[src/rtl/mult_sequencer_pkg.sv]
// Shared constants for the multi-cycle multiplier sequencer: ALU op codes and FSM state encoding.
package mult_sequencer_pkg;

  localparam logic [2:0] ALU_NOP = 3'b000;
  localparam logic [2:0] ALU_ADD = 3'b010;
  localparam logic [2:0] ALU_SUB = 3'b110;

  typedef enum logic [2:0] {
    ST_IDLE   = 3'd0,
    ST_NEG_A  = 3'd1,
    ST_NEG_B  = 3'd2,
    ST_LOOP   = 3'd3,
    ST_NEG_LO = 3'd4,
    ST_NEG_HI = 3'd5,
    ST_DONE   = 3'd6
  } state_e;

endpackage

[src/rtl/mult_sequencer.sv]
// MULT/MULTU sequencer: radix-2 shift-add product built one shared-ALU op per cycle,
// with sign handling done as ALU negations before and after the unsigned loop.
module mult_sequencer
  import mult_sequencer_pkg::*;
#(
  parameter int WIDTH = 32
) (
  input  logic             clk,
  input  logic             rst_n,
  input  logic             start,
  input  logic             is_signed,
  input  logic [WIDTH-1:0] op_a,
  input  logic [WIDTH-1:0] op_b,
  output logic             ready,
  output logic             busy,
  output logic             done,
  output logic [WIDTH-1:0] hi,
  output logic [WIDTH-1:0] lo,
  output logic [WIDTH-1:0] alu_in1,
  output logic [WIDTH-1:0] alu_in2,
  output logic [2:0]       alu_control,
  input  logic [WIDTH-1:0] alu_result
);

  localparam int ITER_W = $clog2(WIDTH + 1);
  localparam logic [ITER_W-1:0] LAST_ITER = ITER_W'(WIDTH - 1);
  localparam logic [ITER_W-1:0] ITER_ONE  = ITER_W'(1);

  state_e             state_r;
  logic [WIDTH-1:0]   mcand_r;
  logic [WIDTH-1:0]   hi_r;
  logic [WIDTH-1:0]   lo_r;
  logic [ITER_W-1:0]  iter_r;
  logic               signed_r;
  logic               a_neg_r;
  logic               b_neg_r;
  logic               lo_zero_r;
  logic               done_r;
  logic               ready_r;

  logic               accept_s;
  logic               prod_neg_s;
  logic               carry_s;

  assign accept_s   = start && ready_r;
  assign prod_neg_s = a_neg_r ^ b_neg_r;
  // Unsigned wrap of hi + addend is the carry out of the shared ALU.
  assign carry_s    = (alu_result < hi_r);

  assign ready = ready_r;
  assign busy  = ~ready_r;
  assign done  = done_r;
  assign hi    = hi_r;
  assign lo    = lo_r;

  // Shared ALU operand/op selection, decoded from the current state.
  always_comb begin
    alu_in1     = {WIDTH{1'b0}};
    alu_in2     = {WIDTH{1'b0}};
    alu_control = ALU_NOP;
    case (state_r)
      ST_NEG_A: begin
        alu_in2     = mcand_r;
        alu_control = ALU_SUB;
      end
      ST_NEG_B, ST_NEG_LO: begin
        alu_in2     = lo_r;
        alu_control = ALU_SUB;
      end
      ST_LOOP: begin
        alu_in1     = hi_r;
        alu_in2     = lo_r[0] ? mcand_r : {WIDTH{1'b0}};
        alu_control = ALU_ADD;
      end
      ST_NEG_HI: begin
        alu_in2     = hi_r;
        alu_control = ALU_SUB;
      end
      default: begin
        alu_in1     = {WIDTH{1'b0}};
        alu_in2     = {WIDTH{1'b0}};
        alu_control = ALU_NOP;
      end
    endcase
  end

  // Sequencer FSM with registered status and product registers.
  always_ff @(posedge clk or negedge rst_n) begin
    if (!rst_n) begin
      state_r   <= ST_IDLE;
      mcand_r   <= {WIDTH{1'b0}};
      hi_r      <= {WIDTH{1'b0}};
      lo_r      <= {WIDTH{1'b0}};
      iter_r    <= {ITER_W{1'b0}};
      signed_r  <= 1'b0;
      a_neg_r   <= 1'b0;
      b_neg_r   <= 1'b0;
      lo_zero_r <= 1'b0;
      done_r    <= 1'b0;
      ready_r   <= 1'b1;
    end else begin
      case (state_r)
        ST_IDLE, ST_DONE: begin
          if (accept_s) begin
            mcand_r  <= op_a;
            lo_r     <= op_b;
            hi_r     <= {WIDTH{1'b0}};
            iter_r   <= {ITER_W{1'b0}};
            signed_r <= is_signed;
            a_neg_r  <= is_signed & op_a[WIDTH-1];
            b_neg_r  <= is_signed & op_b[WIDTH-1];
            done_r   <= 1'b0;
            ready_r  <= 1'b0;
            state_r  <= is_signed ? ST_NEG_A : ST_LOOP;
          end else begin
            done_r   <= 1'b0;
            ready_r  <= 1'b1;
            state_r  <= ST_IDLE;
          end
        end
        ST_NEG_A: begin
          if (a_neg_r) begin
            mcand_r <= alu_result;
          end
          state_r <= ST_NEG_B;
        end
        ST_NEG_B: begin
          if (b_neg_r) begin
            lo_r <= alu_result;
          end
          state_r <= ST_LOOP;
        end
        ST_LOOP: begin
          hi_r   <= {carry_s, alu_result[WIDTH-1:1]};
          lo_r   <= {alu_result[0], lo_r[WIDTH-1:1]};
          iter_r <= iter_r + ITER_ONE;
          if (iter_r == LAST_ITER) begin
            if (signed_r) begin
              state_r <= ST_NEG_LO;
            end else begin
              state_r <= ST_DONE;
              done_r  <= 1'b1;
              ready_r <= 1'b1;
            end
          end
        end
        ST_NEG_LO: begin
          if (prod_neg_s) begin
            lo_zero_r <= (lo_r == {WIDTH{1'b0}});
            lo_r      <= alu_result;
          end
          state_r <= ST_NEG_HI;
        end
        ST_NEG_HI: begin
          // Borrow from the low-half negation only propagates when lo was zero.
          if (prod_neg_s) begin
            hi_r <= lo_zero_r ? alu_result : ~hi_r;
          end
          state_r <= ST_DONE;
          done_r  <= 1'b1;
          ready_r <= 1'b1;
        end
        default: begin
          state_r <= ST_IDLE;
          done_r  <= 1'b0;
          ready_r <= 1'b1;
        end
      endcase
    end
  end

endmodule

[config.mk]
export PLATFORM = sky130hd
export DESIGN_NAME = mult_sequencer
export DESIGN_NICKNAME = d
export VERILOG_FILES = /design/src/rtl/mult_sequencer_pkg.sv /design/src/rtl/mult_sequencer.sv
export SDC_FILE = /design/constraint.sdc
export NUM_CORES = 1
export LEC_CHECK = 0
export BUFFER_PORTS_ARGS = -buffer_cell sky130_fd_sc_hd__buf_2
export CAP_MARGIN = 20
export CORE_MARGIN = 4
export CORE_UTILIZATION = 30
export CTS_CLUSTER_SIZE = 14
export DETAILED_ROUTE_END_ITERATION = 8
export PLACE_DENSITY = 0.6
export SLEW_MARGIN = 20
export SYNTH_ARGS = -nofsm -noshare
export SYNTH_HDL_FRONTEND = slang
export SYNTH_SLANG_ARGS = --single-unit
[constraint.sdc]
create_clock -name clk -period 2.3 [get_ports clk]
set_input_delay 0.23 -clock clk [delete_from_list [all_inputs] [get_ports clk]]
set_output_delay 0.23 -clock clk [all_outputs]
set_load 0.03 [all_outputs]
==> metrics.csv <==
stage,metric,value,unit
outcome,status,"finished, violations left",
outcome,violations in the final reports,setup timing,
yosys,simple-gate share of the synthesized area,11.7,%
sta,Worst slew margin,50.7,%
yosys,Yosys top cell area share,31.1,%
critical_path,CP peak stage delay,0.54,ns
die,die width,180,µm
critical_path,kind of critical path,flop to output port,
die,Rows,62,
clock_tree,CTS root buffer,clkbuf_16,
yosys,Mapped Cells,989,
yosys,"count leader, synth",dfrtp_1,
detailed_routing,DR top layer,met5,
yosys,top post-synthesis cells by count,"dfrtp_1, inv_1, mux2i_1, o21ai_0, nand2_1",
final_layout,share of layout cells above drive strength 1,34.9,%
clock_tree,CTS tree,built,
sta,unrepaired setup endpoints after global routing,true,
yosys,largest family of logic cells by synthesized area,compound AO/OA/AOI/OAI gates,
global_routing,largest net degree at the start of global routing,112,
detailed_routing,Vias,8779,
sta,Finish-stage setup viols,6,
yosys,sequential fraction of the synthesis area,31.4,%
yosys,Yosys top cell by area,dfrtp_1,
critical_path,FF-to-FF End,mcand_r[11],
sta,worst-margin pin slew,0.740,ns
sta,TNS Setup,-0.0875,ns
detailed_routing,number of vias per cell,5.48,
detailed_routing,M1 WL,15100,µm
placed_design,Final Wtd Congestion,0.821,
clock_tree,CTS max path bufs,2,
detailed_routing,first drt pass iteration count,5,
yosys,most common flop cell mapped by yosys,dfrtp_1,
critical_path,worst reg-to-reg setup slack,0.14,ns
yosys,Mapped Area,8860,µm²
critical_path,CP Launch Type,flop,
global_routing,first-pass GRT wire length,52200,µm
yosys,Post-synth ARST share,100,%
critical_path,worst path cell trace,"nor2b_4, nand2_2, o22ai_4, buf_8, buf_12, a222oi_1, inv_1, buf_6",
sta,final max-slew violation count,0,
sta,Final Cycle Share,101,%
final_layout,Area growth syn-to-layout,26.5,%
global_routing,Total GRT Usage,20.2,%
final_layout,Nets,1346,
clock_tree,CTS clock-pin slew for the worst setup and hold paths,0.07,ns
die,io pins,234,
critical_path,R2R depth,6,
job,MaxCap Viol Count,0,
critical_path,CP max-delay cell,dfrtp_4,
sta,Period minus WS final,2.33,ns
hold_path,min-delay src,op_a[9],
sta,Final Hold Fails,0,
sta,maximum operating frequency,430,MHz
yosys,Synth Area in XOR/XNOR,0.480,%
yosys,"FF+latch count, synth",111,
sta,"crit path setup slack, layout",-0.0281,ns
yosys,complex-gate fraction of the synthesized area,26.9,%
global_routing,number of global-route vias before repair,8613,
placed_design,Buffers on Ports,232,
yosys,syn avg cell area,8.96,µm²
detailed_routing,DRC viols,0,
critical_path,critical path's top delay family,buffers and inverters,
critical_path,r2r startpoint,state_r[0],
detailed_routing,drt wl/cell,21.3,µm
global_routing,Overflow after GRT,0,
yosys,syn_nets,1122,
die,initial core utilization,30.6,%
clock_tree,number of buffers created by CTS,9,
critical_path,CP required,2.07,ns
critical_path,WP buf/inv,4,
yosys,Adder-Cell Fraction of Synth Area,4.66,%
final_layout,antenna fix cells,0,
critical_path,CP Capture Type,output port,
final_layout,post-route cell area,11200,µm²
yosys,multiplexer area fraction after synthesis,15.2,%
die,Core Region,28900,µm²
yosys,YS warnings,0,
global_routing,initial antenna violation count,1,
hold_path,Hold Path End,mcand_r[9],
detailed_routing,met2 routed WL,16400,µm
yosys,Post-synth EDFFs,0,
detailed_routing,Initial DRC Count,798,
yosys,main area contributors after synthesis,"dfrtp_1, mux2i_1, o21ai_0",
hold_path,hold-critical path depth,3,
critical_path,Crit Path Max Fanout,7,
power_and_ir_drop,pwr dens,1730,nW/µm²
clock_tree,H-tree lvl count,3,
detailed_routing,Final ANT Viol Nets,0,
critical_path,"Data arrival, critical path",2.10,ns
sta,clk_skew,0.0102,ns
die,Die Y-Extent,180,µm
hold_path,Hold Crit Class,input pin to flop,
clock_tree,"Clk Latency, worst-skew pair",0.36,ns
die,die footprint,32300,µm²
placed_design,DP HPWL,23700,µm
clock_tree,# clock sinks,111,
power_and_ir_drop,Pleak,5.27,nW
detailed_routing,drt total wl,34100,µm
power_and_ir_drop,worst vdd ir,1.01,mV
yosys,Cell variety after synth,67,
placed_design,Post-DP Area,10500,µm²
detailed_routing,metal3 WL,2100,µm
==> repair_timing <==
item / CTS / global route
hold buffers: 1 / 0
setup endpoints to repair: 34 / 48
pin swaps: 15 / 22
endpoints found under the hold margin: 8 / 0
buffers inserted: 9 / 10
gates resized for setup: 24 / 21
cloned: 1 / 2
==> flip-flops by register name, indices dropped and copies added (netlist names) <==
| name | flops |
|---|---|
| iter_r | 6 |
| lo | 32 |
| lo_zero_r | 1 |
| ready | 1 |
| done | 1 |
| b_neg_r | 1 |
| mcand_r | 32 |
| a_neg_r | 1 |
| state_r | 3 |
| hi | 32 |
| signed_r | 1 |
==> stage by stage <==
step | setup slack (ns) | hold WS, ns | cells | total power [mW] | util, %
finish | -0.0281 | 0.141 | 1602 | 19.4 | 38.7
global route | -0.110 | 0.140 | 1602 | 20.7 | 38.7
CTS | -0.0267 | 0.125 | 1590 | 19.0 | 38.1
detailed placement | -0.0128 | 0.389 | 1563 | 16.8 | 36.4
global placement | -0.164 | 0.390 | 1561 | 16.5 | 36.3
floorplan | 0.202 | -0.0656 | 989 | 12.9 | -
==> cell families after synthesis <==
group	count (synthesis)
compound gates	322
xor+xnor	4
fa+ha+maj	33
buf+inv	184
flops	111
mux	130
other cells	1
simple gates	204
==> layer usage <==
layer | global-route usage [%] | up-vias
met3 | 2.91 | 34
met2 | 34.1 | 353
met1 | 27.4 | 4309
met4 | 4.88 | 2
li1 | - | 4081
met5 | 0 | -
==> tightest hold or removal path, stage by stage <==
cell,delay [ns]
buf_2,0.07
mux2i_1,0.05
o21ai_1,0.10
==> final cells by class <==
| type | instances | area, µm² |
|---|---|---|
| Fill cell | 2940 | 17700 |
| Clock buffer | 13 | 260 |
| Tap cell | 384 | 480 |
| Inverter | 101 | 379 |
| Sequential cell | 111 | 2790 |
| Multi-Input combinational cell | 695 | 5300 |
| Clock inverter | 3 | 17.5 |
| Timing Repair Buffer | 295 | 1980 |
==> worst max path at each step <==
stage | start | cells past startpoint | endpoint
after floorplan | state_r[2] | 5 | alu_in2[0]
after global placement | state_r[1] | 6 | alu_in2[1]
after detailed placement | state_r[1] | 6 | alu_in2[19]
after CTS | state_r[1] | 8 | alu_in2[2]
after global routing | state_r[1] | 8 | alu_in2[9]
final | state_r[1] | 8 | alu_in2[6]
==> report_power, final <==
group	switching, mW	total [mW]	internal [mW]
Combinational	8.42	13.7	5.29
Clock	0.783	1.58	0.796
Sequential	1.19	4.12	2.93
==> layout by cell type, fill, tap and decap left out, drive strengths merged, types with 2 or more instances in the layout <==
master and instances:
buf 291, o21ai 136, dfrtp 110, inv 101
mux2i 97, nand2 70, a21oi 49, nor2 47
o211ai 34, mux2 33, or3 33, ha 33
a222oi 31, a221oi 21, clkbuf 16, nand2b 15
o22ai 13, a32oi 11, nor4 9, nand4 8
nand3 6, o21a 5, nor3 4, a21o 4
xnor2 3, o21bai 2, nand3b 2, and3 2
a211oi 2, a311o 2, a31oi 2, clkinv 2
nor2b 2, nor3b 2, a2111oi 2
No activity file was read; power rests on OpenSTA's default activity.
